## src/rtl/music_pkg.sv

```systemverilog
// Shared types, note codes and divisor table for the music sequencer.
// Imported by the sequencer top and its note ROM.
package music_pkg;

  typedef enum logic [2:0] {
    S_IDLE,
    S_LOAD,
    S_NOTE,
    S_GAP,
    S_DONE
  } state_t;

  localparam int WORD_W    = 9;
  localparam int CODE_HI   = 8;
  localparam int CODE_LO   = 3;
  localparam int DUR_HI    = 2;
  localparam int DUR_LO    = 0;
  localparam int NUM_NOTES = 37;
  localparam int CNT_W     = 27;
  localparam int DIV_W     = 20;

  localparam logic [5:0] C_REST = 6'd0;
  localparam logic [5:0] C_C3   = 6'd1;
  localparam logic [5:0] C_C4   = 6'd13;
  localparam logic [5:0] C_E4   = 6'd17;
  localparam logic [5:0] C_G4   = 6'd20;
  localparam logic [5:0] C_A4   = 6'd22;
  localparam logic [5:0] C_C5   = 6'd25;
  localparam logic [5:0] C_B5   = 6'd36;

  typedef logic [NUM_NOTES-1:0][DIV_W-1:0] div_tab_t;

  // Elaboration-time table; entry 0 is the rest slot.
  function automatic div_tab_t div_table(input int clk_hz);
    div_tab_t t;
    real      f;
    t = '0;
    for (int k = 1; k < NUM_NOTES; k++) begin
      f = 440.0 * (2.0 ** ((real'(k) - 22.0) / 12.0));
      t[k] = DIV_W'($rtoi(real'(clk_hz) / (2.0 * f) + 0.5) - 1);
    end
    return t;
  endfunction

endpackage

```

## src/rtl/note_rom.sv

```systemverilog
// Song storage: synchronous 64x9 ROM, one-cycle read latency.
// Word layout is {code[5:0], dur[2:0]}.
module note_rom
  import music_pkg::*;
(
  input  logic              clk,
  input  logic [5:0]        addr,
  output logic [WORD_W-1:0] word
);

  logic [WORD_W-1:0] word_d;
  logic [WORD_W-1:0] word_q;

  always_comb begin
    word_d = {C_REST, 3'd0};
    case (addr)
      6'd0:    word_d = {C_A4,   3'd0};
      6'd1:    word_d = {C_REST, 3'd1};
      6'd2:    word_d = {C_C4,   3'd0};
      6'd3:    word_d = {C_B5,   3'd2};
      6'd4:    word_d = {C_E4,   3'd1};
      6'd5:    word_d = {C_G4,   3'd1};
      6'd6:    word_d = {C_C5,   3'd3};
      6'd7:    word_d = {C_C3,   3'd0};
      default: word_d = {C_REST, 3'd0};
    endcase
  end

  always_ff @(posedge clk) begin
    word_q <= word_d;
  end

  assign word = word_q;

endmodule

```

## src/rtl/music_sequencer.sv

```systemverilog
// ROM-driven note sequencer: steps through the song, emitting divisor,
// mute and progress strobes with pause, stop and loop control.
module music_sequencer
  import music_pkg::*;
#(
  parameter int CLK_HZ      = 100_000_000,
  parameter int BEAT_CYCLES = 12_500_000,
  parameter int GAP_CYCLES  = 500_000,
  parameter int SONG_LEN    = 64
) (
  input  logic              clk,
  input  logic              rst,
  input  logic              start,
  input  logic              stop,
  input  logic              pause,
  input  logic              loop_en,
  output logic [DIV_W-1:0]  note_div,
  output logic              mute,
  output logic              playing,
  output logic [5:0]        song_idx,
  output logic              done_pulse
);

  localparam div_tab_t DIV_TAB = div_table(CLK_HZ);
  localparam logic [CNT_W-1:0] BEAT_C = CNT_W'(BEAT_CYCLES);
  localparam logic [CNT_W-1:0] GAP_C  = CNT_W'(GAP_CYCLES);
  localparam logic [CNT_W-1:0] ONE_C  = CNT_W'(1);
  localparam logic [CNT_W-1:0] GAP_LD =
    CNT_W'((GAP_CYCLES > 1) ? GAP_CYCLES - 2 : 0);
  localparam logic [5:0] LAST_IDX = 6'(SONG_LEN - 1);

  state_t            state_q, state_d;
  logic [CNT_W-1:0]  cnt_q, cnt_d;
  logic [DIV_W-1:0]  note_div_q, note_div_d;
  logic              mute_q, mute_d;
  logic              tone_mute_q, tone_mute_d;
  logic              playing_q, playing_d;
  logic [5:0]        idx_q, idx_d;
  logic              done_q, done_d;

  logic [WORD_W-1:0] rom_w;
  logic [5:0]        code;
  logic [2:0]        dur;
  logic              is_rest;
  logic [DIV_W-1:0]  tab_div;
  logic [CNT_W-1:0]  note_len;
  logic              frz;
  logic              advance;

  note_rom u_rom (
    .clk  (clk),
    .addr (idx_d),
    .word (rom_w)
  );

  assign code    = rom_w[CODE_HI:CODE_LO];
  assign dur     = rom_w[DUR_HI:DUR_LO];
  assign is_rest = (code == C_REST) || (code >= 6'(NUM_NOTES));
  assign tab_div = is_rest ? '0 : DIV_TAB[code];
  // NOTE count loaded as (dur+1)*beat - gap - 1, counting down to 0.
  assign note_len =
    ({{(CNT_W-3){1'b0}}, dur} + ONE_C) * BEAT_C - GAP_C - ONE_C;

  always_comb begin
    state_d     = state_q;
    cnt_d       = cnt_q;
    note_div_d  = note_div_q;
    tone_mute_d = tone_mute_q;
    idx_d       = idx_q;
    done_d      = 1'b0;
    advance     = 1'b0;
    frz = pause && (state_q == S_NOTE || state_q == S_GAP);

    unique case (state_q)
      S_IDLE, S_DONE: begin
        if (start) begin
          state_d = S_LOAD;
          idx_d   = '0;
        end
      end
      S_LOAD: begin
        state_d     = S_NOTE;
        note_div_d  = tab_div;
        tone_mute_d = is_rest;
        cnt_d       = note_len;
      end
      S_NOTE: begin
        if (!frz) begin
          if (cnt_q != '0) begin
            cnt_d = cnt_q - ONE_C;
          end else if (GAP_CYCLES == 1) begin
            advance = 1'b1;
          end else begin
            state_d = S_GAP;
            cnt_d   = GAP_LD;
          end
        end
      end
      S_GAP: begin
        if (!frz) begin
          if (cnt_q != '0) cnt_d = cnt_q - ONE_C;
          else advance = 1'b1;
        end
      end
      default: state_d = S_IDLE;
    endcase

    if (advance) begin
      cnt_d = '0;
      if (idx_q != LAST_IDX) begin
        idx_d   = idx_q + 6'd1;
        state_d = S_LOAD;
      end else begin
        done_d  = 1'b1;
        idx_d   = loop_en ? 6'd0 : idx_q;
        state_d = loop_en ? S_LOAD : S_DONE;
      end
    end

    if (stop) begin
      state_d = S_IDLE;
      idx_d   = '0;
      cnt_d   = '0;
      done_d  = 1'b0;
    end

    playing_d = (state_d == S_LOAD) || (state_d == S_NOTE) ||
                (state_d == S_GAP);
    mute_d = !((state_d == S_NOTE) && !tone_mute_d && !frz);
  end

  always_ff @(posedge clk) begin
    if (rst) begin
      state_q     <= S_IDLE;
      cnt_q       <= '0;
      note_div_q  <= '0;
      mute_q      <= 1'b1;
      tone_mute_q <= 1'b1;
      playing_q   <= 1'b0;
      idx_q       <= '0;
      done_q      <= 1'b0;
    end else begin
      state_q     <= state_d;
      cnt_q       <= cnt_d;
      note_div_q  <= note_div_d;
      mute_q      <= mute_d;
      tone_mute_q <= tone_mute_d;
      playing_q   <= playing_d;
      idx_q       <= idx_d;
      done_q      <= done_d;
    end
  end

  assign note_div   = note_div_q;
  assign mute       = mute_q;
  assign playing    = playing_q;
  assign song_idx   = idx_q;
  assign done_pulse = done_q;

endmodule

```

## config.mk

```make
export PLATFORM = sky130hd
export DESIGN_NAME = music_sequencer
export DESIGN_NICKNAME = d
export VERILOG_FILES = /design/src/rtl/music_pkg.sv /design/src/rtl/note_rom.sv /design/src/rtl/music_sequencer.sv
export SDC_FILE = /design/constraint.sdc
export NUM_CORES = 1
export LEC_CHECK = 0
export BUFFER_PORTS_ARGS = -buffer_cell sky130_fd_sc_hd__buf_2
export CAP_MARGIN = 20
export CORE_MARGIN = 3
export CORE_UTILIZATION = 55
export CTS_BUF_LIST = sky130_fd_sc_hd__clkbuf_4
export CTS_CLUSTER_SIZE = 12
export DETAILED_ROUTE_END_ITERATION = 12
export MAX_ROUTING_LAYER = met4
export PLACE_DENSITY_LB_ADDON = 0.1
export SETUP_SLACK_MARGIN = 0.15
export SLEW_MARGIN = 20
export SYNTH_ARGS = -nofsm -noshare
export SYNTH_HDL_FRONTEND = slang
export SYNTH_SLANG_ARGS = --single-unit
```

## constraint.sdc

```tcl
create_clock -name clk -period 3.5 [get_ports clk]
set_input_delay 0.175 -clock clk [delete_from_list [all_inputs] [get_ports clk]]
set_output_delay 0.175 -clock clk [all_outputs]
set_load 0.02 [all_outputs]
```

==> impl_results.md <==
* Period utilization at 0.8645
* Worst EP required at 3.79 ns
* Post-synth EDFFs at 0
* Crit path to: mute
* CTS tree: done
* # nets final at ~700
* CP arrival at 3.31 ns
* FF-to-FF path depth at 8
* Worst-path fanout max at 7
* Fin Hold WS at 0.07683 ns
* Ant. Diodes at 0
* Max-slew headroom at 0.4640
* DP Area at 5116 um^2
* Final Cell Area at 5246 um^2
* Antenna violations before repair at 0
* RR Startpoint: cnt_q[0]
* FF+latch count, synth at 67
* Final hold vios at 0
* Clk Latency, worst-skew pair at 0.41 ns
* Core Area at 8423 um^2
* Starting utilization of the core area at 0.5827
* Drt first pass iters at 6
* Place WS at 0.5782 ns
* P&R area growth vs syn at 6.882%
* Max_cap viols at 0
* Total wire length at 13.70 mm
* RD Place Congestion at 0.9796
* Global route total overflow at 0
* Register area share after synthesis at 0.2733
* Max-slew violation count at 0
* Netlist cell types at 79
* Crit path launch: cnt_q[0]
* Tot Pwr at 0.001552 W
* Layout cells sized above 1 at 0.1206
* DRC Markers at 0
* Worst slew pin tran at 0.8029 ns
* Die Height at ~100 um
* First-pass GRT wire length at 22.96 mm
* Most frequent cells in the layout: nor2_1 (77), dfxtp_1 (67), a21oi_1 (65), o21ai_0 (64), nand2_1 (59)
* Port Buffers at 33
* Sequential standard cell area at 1341 um^2
* Most common cell after layout, fill and taps aside: nor2_1
* Vias in the first global route at about 4800
* Cells along the critical path: inv_1 > ha_1 > nor3b_1 > nand3_1 > or3_1 > or4b_2 > o21ai_0 > o2111ai_1
* Syn Nets at between 700 and 800
* CP max stage cell: or4b_2
* Clock tree root driver cell: clkbuf_4
* Asr flop ratio synth at 0
* # setup viols final at 0
* PD cells at 295.9 nW/um^2
* Most used flip-flop cell after synthesis: dfxtp_1
* GRT Total Usage at 0.2857
* Fillcell total at 813
* CP Class: reg2reg
* Clock transition at the registers of the reported paths at 0.11 ns
* Total number of H-tree levels at 3
* Bufs on Longest Clock Path at 2
* Status: finished clean
* Detailed Route Iter0 Violations at 315
* FMAX at around 330 MHz
* Final ANT Viol Nets at 0
* CTS Hold Buffers Added at 0
* Setup repair bufs after CTS at 0
* Clk_skew at 0.01128 ns
* Worst setup SP type: register
* Cells after Synth at 672
* Die area at roughly 10000 um^2
* Top-level port count at 35
* Area of the multi-input gates at 3287 um^2
* RSZ-0062 raised after global routing: no
* CP endpoint kind: register
* Synthesized area at 4908 um^2
* FF-to-FF End: mute
* Setup TNS Final at 0 ns
* Final critical-path required period at between 3 and 4 ns
* Path type of the worst min-delay path: in2reg
* Vias per cell at ~6.5
* Total CTS buffers at 9
* Avg WL per Cell at 17.27 um
* Mean Syn Cell Area at 7.304 um^2
* Site Rows at 33
* Post-CTS sizing at 0
* Reg2Reg Setup Slack at 0.47 ns
* CTS sink cnt at 67
* CP max stage delay at roughly 0.66 ns
* Die X-Extent at 100.5 um
* Detailed Place HPWL at 9.703 mm
* Leakage at 2.062 nW
* Vias at 5177
* Worst VDD drop at 0.0002161 V
* Worst setup slack after layout at between 0.4 and 0.5 ns
* Synthesis Warnings at 0
* Maximum number of pins on one net before global-route repair at 41
cell usage after synthesis (all sizes together), types with 13 or more instances:
cell / number / area [um^2]
o21ai: 65 / 325.3
nor2: 78 / 295.3
ha: 26 / 325.3
a22oi: 18 / 135.1
inv: 21 / 78.83
clkbuf: 37 / 143.9
a21oi: 66 / 334.1
nor4: 13 / 102.6
nor3: 34 / 170.2
nand2: 59 / 221.5
nand3: 22 / 115.1
dfxtp: 67 / 1341
area by class of cell:
type | instances | area share
clock buffers | 10 | 0.01431
clock inverters | 5 | 0.01049
multi-input cells | 537 | 0.6265
repair buffers | 48 | 0.05295
well taps | 105 | 0.02504
flip-flops and latches | 67 | 0.2557
inverters | 21 | 0.01503
logic make-up (layout without fill, tap and decap cells):
logic type      count (synthesis)  after routing  share of synthesized area
other cells                     1              1                  0.0007640
flops                          67             67                     0.2733
buf+inv                        68             84                    0.05812
compound gates                218            218                     0.2750
fa+ha+maj                      27             27                    0.06831
xor+xnor                       12             12                    0.02141
simple gates                  270            270                     0.2796
mux                             9              9                    0.02345
power breakdown:
part / switching [W] / internal, W
Clock: 0.000282 / 0.000219
Sequential: 0.0000160 / 0.000779
Combinational: 0.000167 / 0.0000894
worst max-delay path: cells and delay by family, from the launching register on:
kind                       cells  cell delay [ns]
adders and majority gates      1             0.22
AOI/OAI and AO/OA              2             0.51
and+or+nand+nor                4             1.76
buffers and inverters          1             0.08
DFF                            1             0.34
routing by layer:
layer	share of wire	routed length [um]	track usage
met3	0.052	711	0.03529
met4	0.038	514	0.1368
met5	0	0	-
met1	0.43	5945	0.3661
met2	0.48	6524	0.4480
through the flow:
stage | std cells | util
2_1_floorplan | 672 | -
3_3_place_gp | 778 | 0.6074
3_5_place_dp | 778 | 0.6074
4_1_cts | 793 | 0.6228
5_1_grt | 793 | 0.6228
6_report | 793 | 0.6228
registers in the layout, indices dropped and copies added, names as in the netlist:
register / flops
cnt_q: 27
done_pulse: 1
mute: 1
note_div: 19
playing: 1
song_idx: 6
state_q: 3
tone_mute_q: 1
u_rom.word: 8
worst min-delay path by stage:
stage,to,depth (start not counted),from,slack [ns]
after floorplan,mute,2,pause,0.29
after global placement,note_div[13],2,note_div[13],0.44
after detailed placement,note_div[7],2,note_div[7],0.44
after CTS,mute,3,pause,0.06
after global routing,u_rom.word[0],2,stop,0.07
final,u_rom.word[3],2,stop,0.08
Power figures use the tool's default switching activity.
